`src/rtl/sr_nv_ctf_chain.sv`:
```
// sr_nv_ctf_chain: STAGES-deep, WIDTH-bit chain of destructive-readout stages.
// Data moves forward from stage 0 to stage STAGES-1. Clock pulses enter at the
// last stage and travel backward, taking CLK_DLY cycles per stage. Setup and
// hold windows are checked per stage in cycles. A violation is reported on
// viol and squashes the offending data; it never produces X values.
// Optional feature macro: SR_NV_CTF_VIOL_CNT_EN builds the violating-stage
// index and the saturating violation counter. Without it, both are tied to 0.
// Ports:
//   clk, rst          clock, synchronous active-high reset
//   din_vld, din      data pulse and value into stage 0 (a zero value is no pulse)
//   cin               clock pulse into stage STAGES-1
//   dout_vld, dout    stage STAGES-1 was read, and the value read
//   cout              clock pulse leaving stage 0
//   viol              a timing violation occurred in the previous cycle
//   viol_stage        lowest violating stage of that cycle
//   viol_cnt          saturating count of violating cycles
module sr_nv_ctf_chain #(
  parameter int unsigned WIDTH   = 4,
  parameter int unsigned STAGES  = 4,
  parameter int unsigned CLK_DLY = 2,
  parameter int unsigned T_SETUP = 2,
  parameter int unsigned T_HOLD  = 2,
  parameter int unsigned CNT_W   = 8
) (
  input  logic                      clk,
  input  logic                      rst,
  input  logic                      din_vld,
  input  logic [WIDTH-1:0]          din,
  input  logic                      cin,
  output logic                      dout_vld,
  output logic [WIDTH-1:0]          dout,
  output logic                      cout,
  output logic                      viol,
  output logic [$clog2(STAGES)-1:0] viol_stage,
  output logic [CNT_W-1:0]          viol_cnt
);

  localparam int unsigned SW      = $clog2(STAGES);
  localparam int unsigned AGE_MAX = (T_SETUP > T_HOLD) ? T_SETUP : T_HOLD;
  localparam int unsigned AGE_W   = $clog2(AGE_MAX + 2);

  logic [STAGES-1:0]  c, a, su, ho, acc;
  logic [WIDTH-1:0]   av   [STAGES];
  logic [WIDTH-1:0]   xn   [STAGES];
  logic [WIDTH-1:0]   s_q  [STAGES];
  logic [WIDTH-1:0]   xv_q [STAGES-1];
  logic [CLK_DLY-1:0] pipe_q [STAGES-1];
  logic [AGE_W-1:0]   clk_age_q [STAGES];
  logic [AGE_W-1:0]   dat_age_q [STAGES];
  logic               vio;

  // Increment an age counter, stopping at AGE_MAX.
  function automatic logic [AGE_W-1:0] sat_inc(input logic [AGE_W-1:0] v);
    return (v < AGE_W'(AGE_MAX)) ? v + AGE_W'(1) : v;
  endfunction

  // Per-stage clock and arrival events, timing checks and transfer values.
  always_comb begin
    c   = '0;
    a   = '0;
    su  = '0;
    ho  = '0;
    acc = '0;
    vio = 1'b0;
    for (int i = 0; i < STAGES; i++) begin
      av[i] = '0;
      xn[i] = '0;
    end
    c[STAGES-1] = cin;
    for (int j = 0; j < STAGES-1; j++) c[j] = pipe_q[j][CLK_DLY-1];
    a[0]  = din_vld && (din != '0);
    av[0] = din;
    for (int j = 1; j < STAGES; j++) begin
      av[j] = xv_q[j-1];
      a[j]  = (xv_q[j-1] != '0);
    end
    for (int i = 0; i < STAGES; i++) begin
      // A same-cycle arrival counts as zero setup time.
      su[i]  = c[i] && (a[i] || (dat_age_q[i] < AGE_W'(T_SETUP)));
      ho[i]  = a[i] && !c[i] && (clk_age_q[i] < AGE_W'(T_HOLD));
      acc[i] = a[i] && !su[i] && !ho[i];
      xn[i]  = (c[i] && !su[i]) ? s_q[i] : WIDTH'(0);
    end
    vio = |(su | ho);
  end

  // Stage state, clock-delay pipeline, age counters and main outputs.
  always_ff @(posedge clk) begin
    if (rst) begin
      for (int i = 0; i < STAGES; i++) begin
        s_q[i]       <= '0;
        clk_age_q[i] <= AGE_W'(AGE_MAX);
        dat_age_q[i] <= AGE_W'(AGE_MAX);
      end
      for (int j = 0; j < STAGES-1; j++) begin
        pipe_q[j] <= '0;
        xv_q[j]   <= '0;
      end
      dout_vld <= 1'b0;
      dout     <= '0;
      cout     <= 1'b0;
      viol     <= 1'b0;
    end else begin
      for (int i = 0; i < STAGES; i++) begin
        s_q[i]       <= (c[i] ? WIDTH'(0) : s_q[i]) | (acc[i] ? av[i] : WIDTH'(0));
        clk_age_q[i] <= c[i] ? AGE_W'(1) : sat_inc(clk_age_q[i]);
        dat_age_q[i] <= a[i] ? AGE_W'(1) : sat_inc(dat_age_q[i]);
      end
      for (int j = 0; j < STAGES-1; j++) begin
        pipe_q[j] <= (pipe_q[j] << 1) | CLK_DLY'(c[j+1]);
        xv_q[j]   <= xn[j];
      end
      dout_vld <= c[STAGES-1];
      if (c[STAGES-1]) dout <= xn[STAGES-1];
      cout <= c[0];
      viol <= vio;
    end
  end

`ifdef SR_NV_CTF_VIOL_CNT_EN
  logic [SW-1:0] low;

  // Lowest violating stage of the current cycle.
  always_comb begin
    low = '0;
    for (int i = STAGES-1; i >= 0; i--) begin
      if (su[i] || ho[i]) low = SW'(i);
    end
  end

  // Violation index and saturating counter.
  always_ff @(posedge clk) begin
    if (rst) begin
      viol_stage <= '0;
      viol_cnt   <= '0;
    end else begin
      viol_stage <= low;
      if (vio && (viol_cnt != '1)) viol_cnt <= viol_cnt + CNT_W'(1);
    end
  end
`else
  assign viol_stage = '0;
  assign viol_cnt   = '0;
`endif

endmodule

```
`config.mk`:
```
export PLATFORM = sky130hd
export DESIGN_NAME = sr_nv_ctf_chain
export DESIGN_NICKNAME = d
export VERILOG_FILES = /design/src/rtl/sr_nv_ctf_chain.sv
export SDC_FILE = /design/constraint.sdc
export NUM_CORES = 1
export LEC_CHECK = 0
export CORE_UTILIZATION = 53
export DETAILED_ROUTE_END_ITERATION = 10
export PLACE_DENSITY = 0.85
export SLEW_MARGIN = 25
export SYNTH_ARGS = -nofsm -noshare
export SYNTH_HDL_FRONTEND = slang
export SYNTH_SLANG_ARGS = --single-unit
```
`constraint.sdc`:
```
create_clock -name clk -period 1.4 [get_ports clk]
set_input_delay 0.28 -clock clk [delete_from_list [all_inputs] [get_ports clk]]
set_output_delay 0.28 -clock clk [all_outputs]
set_load 0.03 [all_outputs]
```
# Word-level counts from Yosys, hierarchy flattened
# Memories as Yosys holds them, arrays and structs flattened.
# Cells that the tools add are included.
# totals
register_bits	7
mem_bits_rw	50
wordCells	146
memories	5
# mem_list
name	depth	word_bits	rd	rd_ports_with_merged_regs	write_ports	line	text
s_q	4	4	4	0	4	45	logic [WIDTH-1:0] s_q [STAGES];
xv_q	3	4	3	0	3	46	logic [WIDTH-1:0] xv_q [STAGES-1];
clk_age_q	4	2	4	0	4	48	logic [AGE_W-1:0] clk_age_q [STAGES];
dat_age_q	4	2	4	0	4	49	logic [AGE_W-1:0] dat_age_q [STAGES];
pipe_q	3	2	3	0	3	47	logic [CLK_DLY-1:0] pipe_q [STAGES-1];
# classes
add_sub_neg	8
n_lt_le_gt_ge	8
mux	49
bitwise	26
n_reduce_logical	46
# ops
cell	count
$mux 4	19
$mux 2	27
$logic_and 1x1->1	25
$or 4x4->4	5
$or 1x1->1	18
$add 2x1->2 const B	8
$lt 2x2->1 const B	8
$reduce_bool 4->1	4
$logic_not 1->1	12
$or 2x1->2	3
$logic_or 1x1->1	4
$reduce_or 4->1	1
$mux 1	3

# Depth between registers and ports, before layout
# Gate-level depths: netlist of run 1.
# logic_depth
ltp_word	10
ltp_mapped	4
mapped_depth_nobuf	4

# Worst setup path after synthesis of run 1
# No wires, ideal clock.
# synth_timing
path_kind	reg-to-reg
from	memory xv_q[0][1]
to	register viol
arrival_ns	1.065
required_time_ns	1.267
path_slack_ns	0.203
path_stages_with_launch	5
synth_period_minus_slack_ns	1.197
path_cell_list	dfxtp_1 > nor4_2 > o22ai_1 > a211oi_1 > a31oi_1
# synth_rtl
element	line	text
start, declared	46	
end signal, assigned	116	viol <= vio;
end, declared	33	output logic viol,

==> results_dict.tcl, run 1 <==
set metrics [dict create \
    die_w_um 62.8 \
    grt_pass1_vias 1383 \
    status "completed" \
    wirelength_mm 3.40 \
    post-synth-top-count-cell "dfxtp_1" \
    crit_path_max_incr_delay_ps 400 \
    ys_types 26 \
    whs_path_depth 3 \
    finalSetupViolCount 0 \
    critical_path.top_delay_family "buffers and inverters" \
    fmax_mhz 748 \
    fillers 283 \
    synth_seq_area_share 0.572 \
    period_needed_ps 1340 \
    dpl_cell_area_um2 2200 \
    drt-pass1-iter-count 4 \
    fin_worst_skew_ps 4.74 \
    yosys_most_used_dff "dfxtp_1" \
    synth_cells 198 \
    cap_violations 0 \
    synthTopCellsByCount "dfxtp_1, a21oi_1, nor2_1, nor3_1, and2_1" \
    cts_buffers 5 \
    r2r_slack_ps 110 \
    num_rows 21 \
    synth_edf_count 0 \
    drive_above_1_share 0.138 \
    power_per_cell_area_nw_per_um2 1250 \
    track_usage 0.200 \
    final_cells 270 \
    portBuffers 14 \
    antenna_found_initial 0 \
    pin_count 25 \
    r2r_end "viol$_SDFF_PP0_" \
    postCtsSetupBuffers 0 \
    endpoint_kind "primary output" \
    die_area_um2 3940 \
    worstSetupPathType "reg -> out" \
    crit_buf_inv 1 \
    hold_start "din[0]" \
    startpoint_type "flop" \
    required_ps 1120 \
    yosys.area.top_type "dfxtp_1" \
    hpwlAfterDp_mm 2.49 \
    yosys_warnings 0 \
    rsz0062_at_grt "false" \
    synth_async_sr_flop_share 0 \
    holdPathEnd "s_q[0][0]$_SDFF_PP0_" \
    htreeDepth 2 \
    wl_per_cell_um 12.6 \
    r2r_cells 4 \
    synth_top_area_share 0.572 \
    grt_pass1_wl_mm 6.02 \
    layout.nets 231 \
    holdBufCountCts 0 \
    final_max_slew_viol_count 0 \
    cts_root_buffer "clkbuf_8" \
    ir_worst_vdd_mv 0.934 \
    ant_nets 0 \
    place_congestion 0.755 \
    finalInstanceArea_um2 2330 \
    ctsLongestPathBuffers 2 \
    p_leak_nw 1.01 \
    hold_viol_final 0 \
    cts_tree "done" \
    syn_area_per_cell_um2 9.90 \
    cts.sinks 56 \
    core_area_um2 3440 \
    start_util 0.569 \
    first_iter_violations 46 \
    die_h_um 62.8 \
    ys_seq_elements 56 \
    path_cells "dlygate4sd2_1" \
    dp.cells 262 \
    clk_latency_ps 310 \
    syn_area_um2 1960 \
    crit_slowest_cell "dlygate4sd2_1" \
    drc 0 \
    critical_path.max_fanout 2 \
    n_antenna_cell 0 \
    hold_class "in -> reg" \
    grt_start_max_net_pins 17 \
    worstPathArrival_ps 1060 \
    clk_pin_slew_worst_paths_ps 90 \
    viasPerCell 5.06 \
    overflow 0 \
    timing.rr.start "xv_q[0][1]$_SDFF_PP0_" \
    dr_total_vias 1366 \
    areaGrowthSynthToFinish_pct 19.0 \
    hold_ws_ps 375 \
    synth.area.top_cells "dfxtp_1, a21oi_1, nor3_1, and2_1, buf_4" \
    fin_crit_sh 0.955 \
]
[worst max-delay path by stage]
stage / slack (ps) / start / cells after the start / to
after CTS: 20 / din[1] / 5 / viol$_SDFF_PP0_
after floorplan: 200 / xv_q[0][1]$_SDFF_PP0_ / 4 / viol$_SDFF_PP0_
after global placement: -270 / din[1] / 5 / viol$_SDFF_PP0_
final: 60 / pipe_q[0][4]$_SDFF_PP0_ / 1 / dout_vld
after detailed placement: -310 / din[1] / 5 / viol$_SDFF_PP0_
after global routing: 10 / pipe_q[0][4]$_SDFF_PP0_ / 1 / dout_vld
[layout make-up]
| cell class | count | area (µm²) | area share |
|---|---|---|---|
| Clock buffer | 7 | 96.3 | 0.0413 |
| Clock inverter | 1 | 30.0 | 0.0129 |
| Multi-Input combinational cell | 128 | 756 | 0.324 |
| Sequential cell | 56 | 1120 | 0.481 |
| Tap cell | 46 | 57.6 | 0.0247 |
| Timing Repair Buffer | 32 | 272 | 0.116 |
[flip-flops by register name (all words and copies together), names as in the netlist]
name	flops
viol	1
dout	4
xv_q	12
s_q	16
cout	1
clk_age_q	8
pipe_q	6
dat_age_q	8
[stage by stage]
step           total power (W)  TNS (ps)  setup WS [ps]  utilization
6_report               0.00293         0           63.0        0.678
5_1_grt                0.00304         0           14.5        0.678
3_3_place_gp           0.00186     -2310           -268        0.639
4_1_cts                0.00295         0           25.0        0.674
3_5_place_dp           0.00186     -2630           -310        0.639
2_1_floorplan          0.00181         0            203            -
[metal layers]
layer | share of wire | vias up | wire length [µm] | global-route usage
li1 | - | 692 | - | -
met1 | 0.44 | 648 | 1490 | 0.208
met2 | 0.52 | 21 | 1760 | 0.371
met3 | 0.029 | 5 | 97 | 0.0602
met4 | 0.014 | 0 | 47 | 0.0785
met5 | 0 | - | 0 | 0
[report_power, final]
| part | internal (W) | total, W | switching [W] |
|---|---|---|---|
| Sequential | 0.00162 | 0.00164 | 0.0000172 |
| Combinational | 0.0000741 | 0.000183 | 0.000109 |
| Clock | 0.000631 | 0.00110 | 0.000474 |
[what timing repair did]
action	4_1_cts	5_1_grt
pin swaps	0	1
resized for setup	7	3
setup endpoints to repair	7	5
[logic make-up (layout without fill, tap and decap cells)]
kind of cell | count (synthesis) | in the layout | share of synthesized area
xor gates and xnor gates | 8 | 8 | 0.0358
other | 1 | 10 | 0.00191
buffers and inverters | 23 | 40 | 0.0639
and+or+nand+nor | 72 | 72 | 0.206
DFF | 56 | 56 | 0.572
AOI/OAI and AO/OA | 38 | 38 | 0.120
[layout by cell type, fill, tap and decap left out, drive strengths merged]
cell | Yosys | final
buf | 12 | 18
nor3 | 16 | 16
dlygate4sd2 | 0 | 7
nand2b | 4 | 4
o22ai | 1 | 1
clkbuf | 11 | 7
bufinv | 0 | 1
a22oi | 1 | 1
a21oi | 21 | 21
conb | 1 | 10
dlymetal6s2s | 0 | 2
o21ai | 4 | 4
o21bai | 4 | 4
nor2 | 18 | 18
nand2 | 4 | 4
o41ai | 1 | 1
and2 | 12 | 12
a31oi | 5 | 5
dfxtp | 56 | 56
xnor2 | 4 | 4
xor2 | 4 | 4
and3 | 4 | 4
nor4 | 3 | 3
clkdlybuf4s50 | 0 | 5
a211oi | 1 | 1
nor2b | 11 | 11
(Power assumes the default switching activity.)
==> inputs of run 2 (changes only) <==
TNS_END_PERCENT = 100   (was not set)
==> results of run 2 <==
Final layout, timing and power as in run 1 (identical DEF).
==> inputs of run 3 (changes only) <==
ABC_AREA = 1   (was not set)
CORE_UTILIZATION = 54   (was 53)
PLACE_DENSITY = 0.86   (was 0.85)
==> results_dict.tcl, run 3 <==
set metrics [dict create \
    status "completed" \
    r2r_slack_ps 310 \
    finalInstanceArea_um2 2330 \
    synth.area.top_cells "dfxtp_1, nand2_1, inv_1, nor2_1, nand3_1" \
    hold_viol_final 0 \
    required_ps 1120 \
    dpl_cell_area_um2 2250 \
    r2r_cells 8 \
    post-synth-top-count-cell "nand2_1" \
    ctsLongestPathBuffers 2 \
    synth-compound-area-share 0.0487 \
    cts_buffers 5 \
    finalSetupViolCount 0 \
    rsz0062_at_grt "false" \
    yosys_most_used_dff "dfxtp_1" \
    postCtsSetupBuffers 0 \
    startpoint_type "flop" \
    synthTopCellsByCount "nand2_1, dfxtp_1, inv_1, nor2_1, nand3_1" \
    grt_pass1_vias 1365 \
    grt_util_met1 0.194 \
    die_h_um 63.7 \
    worstPathArrival_ps 1040 \
    ys_types 21 \
    hold_class "reg -> reg" \
    drt-pass1-iter-count 4 \
    grt_pass1_wl_mm 5.67 \
    start_util 0.562 \
    clk_pin_slew_worst_paths_ps 90 \
    pin_count 25 \
    path_cells "dlygate4sd2_1" \
    num_rows 22 \
    clk_latency_ps 300 \
    fmax_mhz 759 \
    final_cell_mix "nand2_1, dfxtp_1, inv_1" \
    cts.sinks 56 \
    crit_slowest_cell "dlygate4sd2_1" \
    n_antenna_cell 0 \
    synth_async_sr_flop_share 0 \
    dp.cells 321 \
    yosys_warnings 0 \
    top_register "s_q" \
    first_iter_violations 38 \
    fin_worst_skew_ps 5.75 \
    hold_start "s_q[1][1]$_SDFF_PP0_" \
    viasPerCell 4.51 \
    endpoint_kind "primary output" \
    areaGrowthSynthToFinish_pct 13.3 \
    syn_area_per_cell_um2 8.00 \
    die_area_um2 4060 \
    fillers 336 \
    ant_nets 0 \
    grtUsageMet2 0.338 \
    wl_per_cell_um 9.63 \
    ys_seq_elements 56 \
    r2r_end "viol$_SDFF_PP0_" \
    period_needed_ps 1320 \
    synth_seq_area_share 0.545 \
    antenna_found_initial 0 \
    timing.rr.start "xv_q[0][5]$_SDFF_PP0_" \
    layout.nets 288 \
    grt_start_max_net_pins 17 \
    core_area_um2 3660 \
    critical_path.top_delay_family "buffers and inverters" \
    wirelength_mm 3.17 \
    worstSetupPathType "reg -> out" \
    drc 0 \
    dr_total_vias 1485 \
    synth_top_area_share 0.545 \
    portBuffers 14 \
    critical_path.max_fanout 2 \
    synthSimpleGateAreaFrac 0.285 \
    use_met3 0.0543 \
    cts_tree "done" \
    ir_worst_vdd_mv 0.855 \
    p_leak_nw 1.12 \
    synth_edf_count 0 \
    track_usage 0.185 \
    synthMuxAreaShare 0 \
    drive_above_1_share 0.107 \
    htreeDepth 2 \
    yosys.area.top_type "dfxtp_1" \
    synth_xor_area_frac 0 \
    fin_crit_sh 0.942 \
    crit_buf_inv 1 \
    place_congestion 0.721 \
    top_regs "s_q (16), xv_q (12)" \
    synthAdderAreaFrac 0 \
    power_per_cell_area_nw_per_um2 1150 \
    cts_root_buffer "clkbuf_8" \
    synth_cells 257 \
    largest_reg_flops 16 \
    crit_path_max_incr_delay_ps 400 \
    die_w_um 63.7 \
    syn_area_um2 2060 \
    holdPathEnd "xv_q[0][5]$_SDFF_PP0_" \
    layout.cells.most_common "nand2_1" \
    synth_top_family_by_area "simple AND/OR/NAND/NOR gates" \
    final_max_slew_viol_count 0 \
    hpwlAfterDp_mm 2.34 \
    final_cells 329 \
    busiest_layer "met2" \
    cap_violations 0 \
    whs_path_depth 2 \
    overflow 0 \
]
[run 3: worst max-delay path by stage]
stage / start / endpoint / slack (ps) / depth (start not counted)
after floorplan: xv_q[0][1]$_SDFF_PP0_ / viol$_SDFF_PP0_ / 460 / 8
after global placement: din[3] / viol$_SDFF_PP0_ / -60 / 9
after detailed placement: din[3] / viol$_SDFF_PP0_ / -80 / 9
after CTS: pipe_q[0][4]$_SDFF_PP0_ / dout_vld / 60 / 1
after global routing: dout[0]$_SDFFE_PP0P_ / dout[0] / 20 / 1
final: pipe_q[0][4]$_SDFF_PP0_ / dout_vld / 80 / 1
[run 3: layout make-up]
| class | instances | area [µm²] | share of cell area |
|---|---|---|---|
| clock buffer | 6 | 82.6 | 0.0354 |
| multi-input combinational | 159 | 724 | 0.311 |
| timing repair buffer | 20 | 189 | 0.0811 |
| inverter | 38 | 143 | 0.0612 |
| tap | 48 | 60.1 | 0.0258 |
| sequential | 56 | 1120 | 0.481 |
| clock inverter | 2 | 10.0 | 0.00430 |
[run 3: cells by family (layout without fill, tap and decap cells)]
group,Yosys count,after routing
buffers and inverters,51,66
AOI/OAI and AO/OA,20,20
and+or+nand+nor,129,129
other,1,10
DFF,56,56
[run 3: what timing repair did]
action | CTS | global route
gates resized for setup | 7 | 0
hold buffers | 0 | 0
endpoints found under the setup margin | 7 | 0
[run 3: through the flow]
stage / power [W] / setup slack [ps] / hold WS, ps / setup TNS (ps) / util
final: 0.00268 / 81.7 / 425 / 0 / 0.636
after global routing: 0.00280 / 19.1 / 439 / 0 / 0.636
after CTS: 0.00271 / 61.2 / 425 / 0 / 0.636
after detailed placement: 0.00184 / -78.5 / 411 / -666 / 0.613
after global placement: 0.00184 / -56.8 / 401 / -235 / 0.613
after floorplan: 0.00181 / 455 / 388 / 0 / -
[run 3: where the power goes]
group | total (W) | leakage, nW | switching [W] | internal, W
clock network | 0.000876 | 0.0510 | 0.000480 | 0.000395
registers | 0.00164 | 0.454 | 0.0000217 | 0.00162
logic | 0.000160 | 0.615 | 0.000104 | 0.0000554
[run 3: per-layer routing]
layer,vias to the layer above,part of all wire
met2,20,0.53
met4,0,0.019
met1,652,0.42
li1,809,-
met3,4,0.029
met5,-,0
